--- config.mk ---
export PLATFORM = sky130hd
export DESIGN_NAME = wc_tile_seq
export DESIGN_NICKNAME = d
export VERILOG_FILES = /design/src/rtl/wc_pkg.sv /design/src/rtl/wc_lat_timer.sv /design/src/rtl/wc_tile_seq.sv
export SDC_FILE = /design/constraint.sdc
export NUM_CORES = 1
export LEC_CHECK = 0
export CAP_MARGIN = 20
export CORE_MARGIN = 2
export CORE_UTILIZATION = 48
export CTS_BUF_LIST = sky130_fd_sc_hd__clkbuf_4 sky130_fd_sc_hd__clkbuf_8
export CTS_CLUSTER_DIAMETER = 120
export DETAILED_ROUTE_END_ITERATION = 10
export PLACE_DENSITY_LB_ADDON = 0.25
export RECOVER_POWER = 50
export SLEW_MARGIN = 20
export SYNTH_ARGS = -nofsm -noshare
export SYNTH_HDL_FRONTEND = slang
export SYNTH_SLANG_ARGS = --single-unit
export TNS_END_PERCENT = 5
--- constraint.sdc ---
create_clock -name clk -period 2.18 [get_ports clk]
set_input_delay 0.436 -clock clk [delete_from_list [all_inputs] [get_ports clk]]
set_output_delay 0.436 -clock clk [all_outputs]
set_load 0.1 [all_outputs]
--- src/rtl/wc_pkg.sv ---
// Shared types and default sizes for the WC_4_4 tile sequencer.
package wc_pkg;

    localparam int DW_DEF       = 10;
    localparam int CALC_LAT_DEF = 3;
    localparam int NWGT         = 9;
    localparam int NDAT         = 16;
    localparam int NOUT         = 4;
    localparam int IDX_W        = 5;
    localparam int OIDX_W       = 2;
    localparam int TCNT_W       = 16;

    typedef enum logic [2:0] {
        IDLE,
        LOAD_W,
        LOAD_D,
        CALC,
        DRAIN
    } state_t;

endpackage

--- src/rtl/wc_lat_timer.sv ---
// Loadable down-counter spanning the datapath compute latency.
module wc_lat_timer
    import wc_pkg::*;
#(
    parameter int LAT = CALC_LAT_DEF
) (
    input  logic clk,
    input  logic rst,
    input  logic load,
    output logic first,
    output logic done
);

    localparam int CW = $clog2(LAT + 1);

    logic [CW-1:0] cnt_q;
    logic [CW-1:0] cnt_d;

    always_comb begin
        cnt_d = cnt_q;
        if (load) begin
            cnt_d = CW'(LAT);
        end else if (cnt_q != '0) begin
            cnt_d = cnt_q - 1'b1;
        end
    end

    always_ff @(posedge clk) begin
        if (rst) begin
            cnt_q <= '0;
        end else begin
            cnt_q <= cnt_d;
        end
    end

    // Counter parks at 0, so first/done only fire once per load.
    assign first = (cnt_q == CW'(LAT));
    assign done  = (cnt_q == CW'(1));

endmodule

--- src/rtl/wc_tile_seq.sv ---
// Beat sequencer between the D/Z pads and the WC_4_4 Winograd core.
module wc_tile_seq
    import wc_pkg::*;
#(
    parameter int DW       = DW_DEF,
    parameter int CALC_LAT = CALC_LAT_DEF
) (
    input  logic              clk,
    input  logic              rst,
    input  logic              cfg_wload,
    input  logic              in_valid,
    output logic              in_ready,
    input  logic [DW-1:0]     in_data,
    output logic              dp_wr_en,
    output logic              dp_wr_sel,
    output logic [IDX_W-1:0]  dp_wr_idx,
    output logic [DW-1:0]     dp_wr_data,
    output logic              dp_start,
    output logic [OIDX_W-1:0] dp_out_idx,
    output logic              out_valid,
    input  logic              out_ready,
    output logic              busy,
    output logic [TCNT_W-1:0] tile_cnt
);

    state_t             state_q, state_d;
    logic [IDX_W-1:0]   idx_q, idx_d;
    logic [OIDX_W-1:0]  oidx_q, oidx_d;
    logic [TCNT_W-1:0]  tile_q, tile_d;
    logic               pend_q, pend_d;
    logic               wgt_ok_q, wgt_ok_d;
    logic               wr_sel;
    logic               tmr_load;
    logic               tmr_first;
    logic               tmr_done;

    wc_lat_timer #(
        .LAT (CALC_LAT)
    ) u_timer (
        .clk   (clk),
        .rst   (rst),
        .load  (tmr_load),
        .first (tmr_first),
        .done  (tmr_done)
    );

    always_comb begin
        state_d   = state_q;
        idx_d     = idx_q;
        oidx_d    = oidx_q;
        tile_d    = tile_q;
        pend_d    = pend_q | cfg_wload;
        wgt_ok_d  = wgt_ok_q;
        in_ready  = 1'b0;
        wr_sel    = 1'b0;
        dp_start  = 1'b0;
        out_valid = 1'b0;
        tmr_load  = 1'b0;

        unique case (state_q)
            IDLE: begin
                state_d = LOAD_W;
                idx_d   = '0;
            end
            LOAD_W: begin
                in_ready = 1'b1;
                wr_sel   = 1'b1;
                if (in_valid) begin
                    if (idx_q == IDX_W'(NWGT - 1)) begin
                        wgt_ok_d = 1'b1;
                        pend_d   = 1'b0;
                        state_d  = LOAD_D;
                        idx_d    = '0;
                    end else begin
                        idx_d = idx_q + 1'b1;
                    end
                end
            end
            LOAD_D: begin
                // Reloads only happen on a tile boundary.
                if ((pend_q || !wgt_ok_q) && idx_q == '0) begin
                    state_d = LOAD_W;
                end else begin
                    in_ready = 1'b1;
                    if (in_valid) begin
                        if (idx_q == IDX_W'(NDAT - 1)) begin
                            state_d  = CALC;
                            idx_d    = '0;
                            tmr_load = 1'b1;
                        end else begin
                            idx_d = idx_q + 1'b1;
                        end
                    end
                end
            end
            CALC: begin
                dp_start = tmr_first;
                if (tmr_done) begin
                    state_d = DRAIN;
                end
            end
            DRAIN: begin
                out_valid = 1'b1;
                if (out_ready) begin
                    if (oidx_q == OIDX_W'(NOUT - 1)) begin
                        oidx_d  = '0;
                        tile_d  = tile_q + 1'b1;
                        idx_d   = '0;
                        state_d = pend_q ? LOAD_W : LOAD_D;
                    end else begin
                        oidx_d = oidx_q + 1'b1;
                    end
                end
            end
            default: begin
                state_d = IDLE;
            end
        endcase
    end

    always_ff @(posedge clk) begin
        if (rst) begin
            state_q  <= IDLE;
            idx_q    <= '0;
            oidx_q   <= '0;
            tile_q   <= '0;
            pend_q   <= 1'b0;
            wgt_ok_q <= 1'b0;
        end else begin
            state_q  <= state_d;
            idx_q    <= idx_d;
            oidx_q   <= oidx_d;
            tile_q   <= tile_d;
            pend_q   <= pend_d;
            wgt_ok_q <= wgt_ok_d;
        end
    end

    assign dp_wr_en   = in_valid & in_ready;
    assign dp_wr_sel  = wr_sel;
    assign dp_wr_idx  = in_ready ? idx_q : '0;
    assign dp_wr_data = dp_wr_en ? in_data : '0;
    assign dp_out_idx = oidx_q;
    assign busy       = (state_q != IDLE);
    assign tile_cnt   = tile_q;

endmodule

==> results of run 1 <==
[cell type report]
class | count | area [um2]
Clock inverter | 2 | 60.1
Multi-Input combinational cell | 158 | 1130
Fill cell | 215 | 652
Tap cell | 46 | 57.6
Inverter | 11 | 41.3
Timing Repair Buffer | 68 | 790
Sequential cell | 30 | 604
Clock buffer | 6 | 51.3
[sequential cells by signal (all words and copies together), names as in the netlist]
signal	cells
dp_out_idx	2
state_q	3
idx_q	5
u_timer.cnt_q	2
tile_cnt	16
wgt_ok_q	1
pend_q	1
[cells by family after synthesis]
| group | share of synthesized area |
|---|---|
| adder cells (fa/ha/maj) | 0.0651 |
| AO/OA/AOI/OAI | 0.116 |
| AND/OR/NAND/NOR | 0.342 |
| XOR/XNOR | 0.0709 |
| buffers and inverters | 0.0528 |
| multiplexers | 0.00651 |
| flip-flops | 0.347 |
[report_power, final]
| part | internal [mW] | switching [mW] |
|---|---|---|
| combinational | 0.865 | 1.31 |
| clock | 0.389 | 0.202 |
| sequential | 0.599 | 0.0434 |
| total | 1.85 | 1.56 |
[routing by layer]
| metal | wire length [um] | vias up | track usage |
|---|---|---|---|
| met5 | 0 | - | 0 |
| met4 | 85 | 0 | 0.0870 |
| met3 | 194 | 13 | 0.0669 |
| met2 | 2220 | 42 | 0.384 |
| met1 | 2080 | 835 | 0.325 |
| li1 | - | 871 | - |
[cell usage in the layout, fill, tap and decap left out, types with 6 or more instances in the layout]
cell / n
buf_12: 23
and3_4: 9
nand3_1: 10
nand2_1: 14
nor2_1: 17
or3_1: 6
buf_4: 14
a21oi_1: 14
and2_4: 6
dfxtp_1: 27
clkdlybuf4s50_1: 14
clkbuf_2: 16
inv_1: 9
ha_1: 8
xor2_1: 7
xnor2_1: 7
[critical path, delay by kind of cell (launching register included)]
kind            cells  cell delay [ps]
compound gates      1              290
fa+ha+maj           1              140
buf+inv             3              410
flops               1              350
simple gates        2              360
[path summary, 6_finish.rpt]
| path | startpoint | end | slack (ps) | cells after the start |
|---|---|---|---|---|
| setup reg to reg | idx_q[0] | idx_q[2] | 10 | 9 |
| hold reg to reg | dp_out_idx[1] | dp_out_idx[1] | 480 | 2 |
| hold / removal | dp_out_idx[1] | dp_out_idx[1] | 480 | 2 |
| setup / recovery | idx_q[1] | dp_wr_data[9] | -140 | 7 |
[cells in the mapped netlist, types with 2 or more instances]
master    count
a21oi_1      14
a31oi_1       3
and2_1        6
and3_1       13
and4_1        2
and4bb_2      2
buf_2         4
clkbuf_1      5
dfxtp_1      30
ha_1          9
inv_1        11
nand2_1      14
nand2b_1      4
nand3_1      10
nand3b_1      2
nand4_1       5
nor2_1       17
nor2b_1       5
nor3_1        4
nor4_1        3
o21ai_0       5
o31ai_1       3
o32ai_1       2
or3_1         6
xnor2_1       7
xor2_1        7
[timing repair]
action,4_1_cts,5_1_grt
pin swaps,5,10
setup buffers,0,0
cloned,0,0
endpoints found under the setup margin,20,20
gates resized for setup,10,8
[stage by stage]
step / instance area, um2 / TNS (ps) / utilization / setup WS [ps] / hold slack (ps)
finish: 2740 / -1740 / 0.808 / -143 / 481
global route: 2740 / -3320 / 0.808 / -210 / 515
CTS: 2750 / -1940 / 0.812 / -158 / 486
detailed placement: 2610 / -44.3 / 0.770 / -28.2 / 472
global placement: 2610 / 0 / 0.770 / 5.46 / 450
floorplan: 1770 / -5130 / - / -240 / 438
==> parameters.txt, run 1 <==
Parameter                              Value

CTS
  Quantity of hold-fixing buffers added after cts    0
  H-tree lvl count    2
  TritonCTS sink count    30
  Maximum buffer depth of the clock tree    2
  Cell chosen for the clock root    clkbuf_4
  Clock tree from TritonCTS    built
  Insertion delay of the later-clocked pin in the worst-skew pair    between 300 and 400 ps
  CTS clk-pin slew, worst paths    100 ps
  Clock buffers created by TritonCTS    5

Logic synthesis
  Count of different cell masters after synthesis    42
  Number of enable flip-flop cells after synthesis    0
  Share of async-settable or async-resettable flops after synthesis    0
  Synthesized area per cell    between 8 and 9 um2
  Gate Count Post-Synth    approximately 210
  Post-synthesis cell type with the largest combined area    dfxtp_1
  Flip-flop and latch count after synthesis    30
  Syn. warnings    0
  Sequential element share of the synthesized area    0.347
  Number of nets in the synthesized netlist    233
  Post-Syn Area    approximately 0.0017 mm2
  Primary flip-flop cell chosen by synthesis mapping    dfxtp_1
  Cell types with the largest area share after synthesis    dfxtp_1, ha_1, and3_1, a21oi_1, nor2_1
  Area share of the leading cell type in the synthesized netlist    0.347

Drt
  Final wirelength    around 4600 um
  Post-detailed-route count of antenna-violating nets    0
  Residual DRC    0
  First DRT Iteration DRCs    80
  Count of TritonRoute iterations in the first routing pass    4
  Number of vias after detailed routing    approximately 1800
  Via-to-Cell Ratio    between 5 and 6
  Average wire per cell in the routed design    approximately 14 um

Outcome
  Outcome    complete, but fails checks
  Violations in the final reports    negative setup slack

Setup path
  Type of element launching the critical path    register
  Data arrival time of the critical path    around 1900 ps
  Critical Path Max Stage Delay    ~350 ps
  Type of the worst setup path    reg2out
  Endpoint required time on the critical path    about 1700 ps
  Cell with the most instances on the worst path    buf_12
  Crit-path cells    inv_2, ha_4, nor3b_4, a311oi_2, buf_12, and3_2, buf_12
  Cell with the largest stage delay on the worst path    dfxtp_2
  Maximum fanout along the worst path    18
  Crit end category    output port

GRT
  Via count of the first global-routing pass    1689
  Global route overflow    0
  Pin count of the biggest net entering global routing    27
  First-pass GRT wire length    between 8000 and 9000 um
  Tot GR Track Use    0.246
  Number of antenna violations at the first check in global routing    0

Cells and area
  Nets@finish    roughly 300
  Non-filler cells, final    between 300 and 400
  Fraction of layout cells with a size suffix above 1    0.327
  Layout area overhead    58.3%
  Antenna diode instance count    0

Die
  Placeable core area    ~0.0034 mm2
  Width of the die    approximately 64 um
  Starting utilization of the core area    0.510
  Die area    0.00410 mm2
  Die Y-Extent    about 64 um
  I/O pin count    54
  Number of placement rows    21

STA
  Transition time at the pin with the least slew margin    roughly 740 ps
  Least setup slack across all paths after layout    -143 ps
  Period Utilization, post-route    1.07
  Final setup skew    about 14 ps
  Number of failing setup endpoints in the final timing report    17
  Minimum clock period after layout    2320 ps
  Max Slew Vio Count    0
  RSZ-0062 raised after global routing    true
  Worst slew slack as a fraction of its limit    0.503
  Final Hold Fails    0
  Fmax    431 MHz

Min path
  Min-delay worst type    reg2reg

Pwr
  P_leak    approximately 1.1 nW
  Largest vdd supply drop    0.00157 V
  Tot Pwr    about 3.4 mW
  Areal power density over the cells    between 1000 and 1500 mW/mm2

Placement
  Post-Place Cells    ~310
  Number of buffer cells added on primary ports    53
  Detailed-placement wirelength estimate    3380 um
  RePlAce Congestion    between 0.8 and 0.9

Run
  Number of max-cap violations    0
(Power assumes the default switching activity.)
==> run 2: changes to the inputs <==
--- a/config.mk
+++ b/config.mk
@@ -11,9 +11,10 @@
 export CTS_BUF_LIST = sky130_fd_sc_hd__clkbuf_4 sky130_fd_sc_hd__clkbuf_8
 export CTS_CLUSTER_DIAMETER = 120
 export DETAILED_ROUTE_END_ITERATION = 10
+export HOLD_SLACK_MARGIN = 0.1
 export PLACE_DENSITY_LB_ADDON = 0.25
 export RECOVER_POWER = 50
-export SLEW_MARGIN = 20
+export SETUP_SLACK_MARGIN = 0.02
 export SYNTH_ARGS = -nofsm -noshare
 export SYNTH_HDL_FRONTEND = slang
 export SYNTH_SLANG_ARGS = --single-unit
==> parameters.txt, run 2 (same netlist as run 1, synthesis figures left out) <==
Parameter                              Value

CTS
  CTS clk-pin slew, worst paths    roughly 100 ps
  Clock tree from TritonCTS    built
  Cell chosen for the clock root    clkbuf_4
  Clock buffers created by TritonCTS    5
  Maximum buffer depth of the clock tree    2
  Post-CTS Repair Setup Buffers    0
  TritonCTS sink count    30
  Insertion delay of the later-clocked pin in the worst-skew pair    between 300 and 400 ps
  H-tree lvl count    2

Setup path
  R2r worst-path depth    9
  Endpoint required time on the critical path    ~1700 ps
  Worst reg2reg endpoint    idx_q[2]
  Critical Path Sink    dp_wr_data[9]
  Maximum fanout along the worst path    18
  Type of the worst setup path    reg2out
  Reg2reg setup slack    approximately 10 ps
  Crit end category    output port
  Data arrival time of the critical path    1890 ps
  CP startpoint    idx_q[1]
  R2r startpoint    idx_q[0]
  Type of element launching the critical path    register

GRT
  Global route overflow    0
  First-pass GRT wire length    approximately 8000 um
  Number of antenna violations at the first check in global routing    0
  Via count of the first global-routing pass    approximately 1700
  Tot GR Track Use    0.246
  Pin count of the biggest net entering global routing    27

Placement
  Placement-stage cell area    between 0.002 and 0.003 mm2
  Number of buffer cells added on primary ports    53
  RePlAce Congestion    approximately 0.84
  Detailed-placement wirelength estimate    approximately 3400 um

Pwr
  Largest vdd supply drop    between 0.0015 and 0.002 V
  P_leak    1.09 nW
  Areal power density over the cells    roughly 1200 mW/mm2

STA
  RSZ-0062 raised after global routing    true
  Transition time at the pin with the least slew margin    roughly 740 ps
  Worst slew slack as a fraction of its limit    0.503
  Setup TNS    -1740 ps
  Number of failing setup endpoints in the final timing report    17
  Minimum clock period after layout    2320 ps
  Least setup slack across all paths after layout    -143 ps
  Final Hold Fails    0
  Period Utilization, post-route    1.07
  Final setup skew    14.0 ps
  Fmax    431 MHz
  Max Slew Vio Count    0

Die
  Number of placement rows    21
  Die area    about 0.004 mm2
  Width of the die    roughly 64 um
  I/O pin count    54
  Starting utilization of the core area    0.510
  Die Y-Extent    about 64 um
  Placeable core area    0.00339 mm2

Cells and area
  Commonest non-fill, non-tap cells in the layout    dfxtp_1, buf_12, nor2_1
  Nets@finish    ~300
  Fraction of layout cells with a size suffix above 1    0.327
  Max reg flops    16
  Antenna diode instance count    0
  Most common cell after layout, fill and taps aside    dfxtp_1
  Layout area overhead    58.3%
  Final cell area excluding filler cells    0.00274 mm2

Min path
  Min-delay worst type    reg2reg

Drt
  Via-to-Cell Ratio    ~5.5
  Residual DRC    0
  Number of vias after detailed routing    between 1500 and 2000
  Post-detailed-route count of antenna-violating nets    0
  Final wirelength    4580 um
  First DRT Iteration DRCs    80
  Average wire per cell in the routed design    14.3 um
  Count of TritonRoute iterations in the first routing pass    4

Outcome
  Violations in the final reports    negative setup slack
  Outcome    complete, but fails checks

Run
  Number of max-cap violations    0
## run 2: cell counts in the layout (fill, tap and decap cells not counted)
Identical to the previous run, type by type.
## run 2: worst max-delay path, stage by stage, from the launching register on
cell	delay, ps
dfxtp_2	350
inv_2	40
ha_4	140
nor3b_4	150
a311oi_2	290
buf_12	200
and3_2	210
buf_12	170
## run 2: routing by layer
metal | vias up | GRT usage | wire, um
met5 | - | 0 | 0
met4 | 0 | 0.0870 | 85
met3 | 13 | 0.0669 | 194
met2 | 42 | 0.384 | 2220
met1 | 835 | 0.325 | 2080
li1 | 871 | - | -
## run 2: area by class of cell
type                       instances  area [um2]
inverter                          11        41.3
tap                               46        57.6
fill                             215         652
clock buffer                       6        51.3
sequential                        30         604
timing repair buffer              68         790
multi-input combinational        158        1130
clock inverter                     2        60.1
## run 2: where the power goes
group,internal [mW],switching [mW],leakage [nW]
Clock,0.389,0.202,0.0585
Sequential,0.599,0.0434,0.244
Combinational,0.865,1.31,0.791
Total,1.85,1.56,1.09
## run 2: worst min path at each step
stage | startpoint | endpoint | slack [ps] | cells past startpoint
after global placement | wgt_ok_q | wgt_ok_q | 450 | 2
after global routing | dp_out_idx[1] | dp_out_idx[1] | 520 | 2
after detailed placement | dp_out_idx[1] | dp_out_idx[1] | 470 | 2
final | dp_out_idx[1] | dp_out_idx[1] | 480 | 2
after CTS | dp_out_idx[1] | dp_out_idx[1] | 490 | 2
after floorplan | wgt_ok_q | wgt_ok_q | 440 | 2
## run 2: through the flow
step,util,hold WS (ps),worst slack (ps),cells,power (mW)
finish,0.808,481,-143,321,3.41
floorplan,-,438,-240,209,2.00
global route,0.808,515,-210,321,3.55
global placement,0.770,450,5.46,313,2.72
detailed placement,0.770,472,-28.2,313,2.75
CTS,0.812,486,-158,321,3.38
## run 2: repair_timing
item | CTS | global route
hold buffers | 0 | 0
pin swaps | 5 | 10
resized for setup | 10 | 8
endpoints found under the setup margin | 20 | 21
